===== config.mk =====
export PLATFORM = sky130hd
export DESIGN_NAME = usr_seq_ctrl
export DESIGN_NICKNAME = d
export VERILOG_FILES = /design/src/rtl/usr_seq_ctrl.sv
export SDC_FILE = /design/constraint.sdc
export NUM_CORES = 1
export LEC_CHECK = 0
export BUFFER_PORTS_ARGS = -buffer_cell sky130_fd_sc_hd__buf_2
export CORE_MARGIN = 2
export CORE_UTILIZATION = 45
export DETAILED_ROUTE_END_ITERATION = 12
export PLACE_DENSITY = 0.72
export SLEW_MARGIN = 20
export SYNTH_ARGS = -nofsm -noshare
export SYNTH_HDL_FRONTEND = slang
export SYNTH_SLANG_ARGS = --single-unit

===== constraint.sdc =====
create_clock -name clk -period 2 [get_ports clk]
set_clock_uncertainty 0.15 [all_clocks]
set_input_delay 0.2 -clock clk [delete_from_list [all_inputs] [get_ports clk]]
set_output_delay 0.2 -clock clk [all_outputs]
set_load 0.05 [all_outputs]

===== src/rtl/usr_seq_ctrl.sv =====
// Command sequencer for a universal shift register: applies a USR mode for a
// requested number of cycles and reports completion with a done pulse.
module usr_seq_ctrl #(
  parameter int unsigned WIDTH = 4,
  parameter int unsigned CNT_W = 3
) (
  input  logic             clk,
  input  logic             rst_n,
  input  logic             cmd_valid,
  output logic             cmd_ready,
  input  logic [1:0]       cmd_op,
  input  logic [CNT_W-1:0] cmd_cnt,
  input  logic [WIDTH-1:0] cmd_data,
  input  logic             abort,
  output logic [1:0]       shf_o,
  output logic [WIDTH-1:0] a_o,
  output logic             busy_o,
  output logic             done_o,
  output logic             aborted_o
);

  localparam logic [1:0] OP_HOLD = 2'b00;
  localparam logic [1:0] OP_LOAD = 2'b11;

  typedef enum logic [1:0] {
    IDLE = 2'd0,
    RUN  = 2'd1,
    DONE = 2'd2
  } state_t;

  state_t           state, state_n;
  logic [1:0]       shf_n;
  logic [WIDTH-1:0] a_n;
  logic [CNT_W-1:0] cnt, cnt_n;
  logic             aborted_n;

  // State and output registers; status flags are decoded from the next state
  // so they are registered yet still track the state exactly.
  always_ff @(posedge clk or negedge rst_n) begin
    if (!rst_n) begin
      state     <= IDLE;
      shf_o     <= OP_HOLD;
      a_o       <= '0;
      cnt       <= '0;
      done_o    <= 1'b0;
      aborted_o <= 1'b0;
      busy_o    <= 1'b0;
      cmd_ready <= 1'b1;
    end else begin
      state     <= state_n;
      shf_o     <= shf_n;
      a_o       <= a_n;
      cnt       <= cnt_n;
      done_o    <= (state_n == DONE);
      aborted_o <= aborted_n;
      busy_o    <= (state_n != IDLE);
      cmd_ready <= (state_n == IDLE);
    end
  end

  // Next-state and next-output logic.
  always_comb begin
    state_n   = state;
    shf_n     = shf_o;
    a_n       = a_o;
    cnt_n     = cnt;
    aborted_n = 1'b0;
    case (state)
      IDLE: begin
        shf_n = OP_HOLD;
        if (cmd_valid) begin
          if (cmd_op == OP_LOAD) begin
            a_n     = cmd_data;
            shf_n   = OP_LOAD;
            cnt_n   = '0;
            state_n = RUN;
          end else if (cmd_cnt != '0) begin
            shf_n   = cmd_op;
            cnt_n   = cmd_cnt - CNT_W'(1);
            state_n = RUN;
          end else begin
            state_n = DONE;
          end
        end
      end
      RUN: begin
        if (abort) begin
          // Abort wins even on the natural last cycle.
          shf_n     = OP_HOLD;
          cnt_n     = '0;
          aborted_n = 1'b1;
          state_n   = DONE;
        end else if (cnt == '0) begin
          shf_n   = OP_HOLD;
          state_n = DONE;
        end else begin
          cnt_n = cnt - CNT_W'(1);
        end
      end
      DONE: begin
        shf_n   = OP_HOLD;
        state_n = IDLE;
      end
      default: begin
        shf_n   = OP_HOLD;
        cnt_n   = '0;
        state_n = IDLE;
      end
    endcase
  end

endmodule


== Yosys cells after proc, flatten, opt, wreduce, memory -nomap -nowiden ==
Index checks and enable logic that the tools add are counted.
W data, S select, Z words.
Word-level totals
  logic and storage cells: 46
  output and inout bits: 10
  flip-flop bits (word level): 15
  input bits: 13
Operators by class
  mux-type cells: 20
  $add $sub $neg: 2
  eq/ne operators: 8
  reduce and logical (&&, ||, !) cells: 7
  bitwise gates (word level): 1
Operators with widths (number)
  $mux W2: 10
  $mux W3: 5
  $ne A3 B3 Y1 const B: 3
  $pmux W3 S3: 1
  $pmux W2 S2: 2
  $eq A2 B2 Y1 const B: 3
  $sub A3 B1 Y3 const B: 2
  $logic_not A2 Y1: 2
  $reduce_and A4 Y1: 1
  $logic_not A3 Y1: 1
  $reduce_and A3 Y1: 1
  $reduce_bool A3 Y1: 1
  $eq A2 B1 Y1 const B: 1
  $mux W1: 2
  $ne A2 B2 Y1 const B: 1
  $reduce_bool A2 Y1: 1
  $not A1 Y1: 1

== Depth between registers and ports, before layout ==
  depth after elaboration: 6
  depth in mapped cells: 6
  mapped depth without buffers: 6

== Worst setup path after synthesis ==
OpenSTA, ideal clock, no wires.
  kind: register to register
  start: reg state[0]
  end: reg cnt[0]
  path buffers: 2
  clock period less this slack: 1800 ps
  arrival: 1523 ps
  setup time: 127 ps
  required time: 1723 ps
  stages on the path, launching flop included: 6
  path slack: 200 ps
  path through: dfrtp_1 -> buf_6 -> or3b_1 -> buf_2 -> o32a_4 -> mux2_1
On the way
  word-level cells in the longest chain between the ends: 3
  elaborated cells between the ends (all ways): 9
  those cells by class: eq/ne (5); mux (1); bitwise (1); reduce/logical (2)
Ends and longest elaborated chain
  start, declared: line 31  | state_t state, state_n;
  start signal, assigned: line 50  | state <= state_n;
  $eq A2 B1 Y1, or another cell as far along: line 68  | case (state)
  $ne A3 B3 Y1 (no line), or another cell as far along
  $reduce_and A4 Y1 (no line)
  end signal, assigned: line 53  | cnt <= cnt_n;
  end, declared: line 34  | logic [CNT_W-1:0] cnt, cnt_n;
Parallel ways exist; a longest one is shown, timed or not.
A chain may end at the register's enable or synchronous reset.

== Worst setup path after layout ==
  start: reg state[1]
  end: reg cnt[1]
The elaborated chain is that of the path after synthesis.

==> metrics.txt <==
Crit path arrival time=1860 ps; detailed-placement wirelength estimate=1.03 mm; timing startpoint of the critical path=state[1]; Floorplan Core Area=0.00152 mm^2; required time at the worst-slack endpoint=2020 ps; Netlist cell types=24; Fmax achieved=0.544 GHz; Placer Congestion=0.719; power per cell area=1540 mW/mm^2; initial drt markers=4; clock-pin slew of the registers on the worst-case setup and hold paths=80 ps; type of origin of the critical path=flip-flop; initial antenna violation count=0; cell count after synthesis=64; total number of clock tree sinks=15; post-synth net total=81; clock latency on the worst-skew pair=290 ps; Mean Syn Cell Area=11.6 um^2; flip-flop and latch count after synthesis=15; count of standard-cell rows=14; part of the cycle the worst path needs=91.9%; via total after detailed routing=560; maximum number of pins on one net before global-route repair=16; CTS root buf=sky130_fd_sc_hd__clkbuf_4; combined area of the multi-input logic cells=322 um^2; relative slew slack=77.6%; Setup crit end kind=flip-flop; Netlist Area Pre-Place=741 um^2; # diodes=0; Layout fillers=122; largest fanout of any net on the critical path=7; Max-Cap Viols=0; effective utilization at floorplan=48.6%; Seq. cell area=377 um^2; Tightest Pin Transition=336 ps; overall track demand over capacity in global routing=16.2%; chip width=44.6 um; Antenna Nets Post-Route=0; Hold Violations, Final=0; WL/cell=12.0 um; max-slew violation total from the final report=0; number of buffers added for setup after CTS=0; CTS tree=yes; Final setup viols=0; final-layout setup total negative slack=0 ps; launch instance of the worst min-delay path=cmd_op[0]; routed via count divided by cell count=5.09; fin area=938 um^2; number of warnings reported in the yosys synthesis log=0; layout net count=112; class of the tightest hold or removal check=in -> reg; overall routed net length=1.32 mm; RSZ-0062 raised after global routing=no; layout cells sized above 1=37.2%; area overhead of the layout relative to synthesis=26.7%; clock buffer count from CTS=3; instance area at placement=862 um^2; I/O pins=23; remaining design rule violation count=0; number of levels in the clock H-tree=1; maximum buffer depth of the clock tree=2; Lkg Pwr=0.000490 uW; vias in the first global route=509; wire length of the first global-routing pass=2.17 mm; count of input and output buffers=22; detailed-router iteration count before antenna repair=4; critical path class=reg -> reg; clock period minus final worst setup slack=1840 ps; peak ir drop on the vdd network=0.698 mV; global route overflow=0; origin of the critical flop-to-flop path=state[1]; outcome=completed; height of the die=44.6 um; Die Footprint=0.00199 mm^2; Seq/Total Area, Yosys=50.8%
[registers in the layout, indices dropped and copies added, names as in the netlist]
name       flops
a_o            4
cnt            3
shf_o          2
state          2
aborted_o      1
busy_o         1
cmd_ready      1
done_o         1
[routing by layer]
metal	share of wire [%]	track usage [%]	wire length, um
met1	45	19.5	593
met2	45	22.6	597
met3	7.2	6.53	95
met4	2.9	12.7	38
met5	0	0	0
[worst max-delay path: stages, from the launching register on]
cell and delay, ps:
sky130_fd_sc_hd__dfrtp_1 430, sky130_fd_sc_hd__or3b_1 460, sky130_fd_sc_hd__o32a_4 360, sky130_fd_sc_hd__mux2_1 320
[layout by cell type, fill, tap and decap left out]
cell and count:
sky130_fd_sc_hd__a211oi_1 2, sky130_fd_sc_hd__a22o_1 3, sky130_fd_sc_hd__buf_4 1, sky130_fd_sc_hd__o32a_4 1, sky130_fd_sc_hd__nand2_1 2, sky130_fd_sc_hd__buf_2 22, sky130_fd_sc_hd__and2_1 2, sky130_fd_sc_hd__clkbuf_1 1
sky130_fd_sc_hd__a21oi_1 2, sky130_fd_sc_hd__mux2_2 4, sky130_fd_sc_hd__nand2b_1 1, sky130_fd_sc_hd__dfstp_2 1, sky130_fd_sc_hd__ha_1 4, sky130_fd_sc_hd__xnor2_1 1, sky130_fd_sc_hd__nor2_1 5, sky130_fd_sc_hd__nor2b_1 2
sky130_fd_sc_hd__mux2_1 2, sky130_fd_sc_hd__and3b_2 1, sky130_fd_sc_hd__o22ai_1 3, sky130_fd_sc_hd__dfrtp_1 14, sky130_fd_sc_hd__dlygate4sd3_1 5, sky130_fd_sc_hd__inv_1 7, sky130_fd_sc_hd__o32ai_1 1, sky130_fd_sc_hd__or3b_1 1
sky130_fd_sc_hd__clkbuf_4 3, sky130_fd_sc_hd__or2_2 2, sky130_fd_sc_hd__nand3_1 1
[Yosys cell counts]
master	n	area, um^2
sky130_fd_sc_hd__a211oi_1	2	15.0
sky130_fd_sc_hd__a21oi_1	2	10.0
sky130_fd_sc_hd__a22o_1	3	26.3
sky130_fd_sc_hd__and2_1	2	12.5
sky130_fd_sc_hd__and3b_2	1	10.0
sky130_fd_sc_hd__buf_2	1	5.00
sky130_fd_sc_hd__buf_6	1	11.3
sky130_fd_sc_hd__dfrtp_1	14	350
sky130_fd_sc_hd__dfstp_2	1	26.3
sky130_fd_sc_hd__ha_1	4	50.1
sky130_fd_sc_hd__inv_1	7	26.3
sky130_fd_sc_hd__mux2_1	2	22.5
sky130_fd_sc_hd__mux2_2	4	45.0
sky130_fd_sc_hd__nand2_1	2	7.51
sky130_fd_sc_hd__nand2b_1	1	6.26
sky130_fd_sc_hd__nand3_1	1	5.00
sky130_fd_sc_hd__nor2_1	5	18.8
sky130_fd_sc_hd__nor2b_1	2	12.5
sky130_fd_sc_hd__o22ai_1	3	18.8
sky130_fd_sc_hd__o32a_4	1	22.5
sky130_fd_sc_hd__o32ai_1	1	8.76
sky130_fd_sc_hd__or2_2	2	12.5
sky130_fd_sc_hd__or3b_1	1	8.76
sky130_fd_sc_hd__xnor2_1	1	8.76
[kinds of logic (layout without fill, tap and decap cells)]
| logic type | Yosys count | count (layout) | synth area share (%) |
|---|---|---|---|
| AO/OA/AOI/OAI | 12 | 12 | 13.7 |
| XOR/XNOR | 1 | 1 | 1.18 |
| adder cells (fa/ha/maj) | 4 | 4 | 6.76 |
| buffers and inverters | 9 | 39 | 5.74 |
| flip-flops | 15 | 15 | 50.8 |
| multiplexers | 6 | 6 | 9.12 |
| AND/OR/NAND/NOR | 17 | 17 | 12.7 |
[cell type report]
type	count	area share (%)
clock buffers	4	2.80
inverters	7	2.80
multi-input cells	40	34.3
flip-flops and latches	15	40.1
well taps	16	2.13
repair buffers	28	17.9
[path summary, 6_finish.rpt]
check / endpoint / slack, ps / cells after the start
max: cnt[1] / 160 / 3
min: shf_o[0] / 20 / 2
max reg2reg: cnt[1] / 160 / 3
min reg2reg: a_o[1] / 360 / 1
max in group asynchronous: cmd_ready / 1200 / 2
min in group asynchronous: cnt[2] / 200 / 2
[stage by stage]
step / cells / total power [uW] / setup slack (ps) / hold slack (ps) / util [%]
after floorplan: 64 / 1130 / 200 / -246 / -
after global routing: 110 / 1540 / 102 / 23.2 / 61.6
final: 110 / 1450 / 163 / 24.6 / 61.6
after global placement: 101 / 1260 / 227 / -31.6 / 56.6
after detailed placement: 101 / 1280 / 172 / -32.4 / 56.6
after CTS: 109 / 1460 / 155 / 0.963 / 60.9
[power by group]
| part | switching [uW] | total, uW | internal, uW |
|---|---|---|---|
| combinational | 516 | 779 | 263 |
| sequential | 64.6 | 499 | 435 |
| clock | 92.0 | 170 | 77.6 |
| total | 673 | 1450 | 775 |
[repair_timing]
action                    4_1_cts  5_1_grt
hold endpoints to repair       18        1
resized for setup               0        0
hold buffers                    4        1
(Power assumes the default switching activity.)
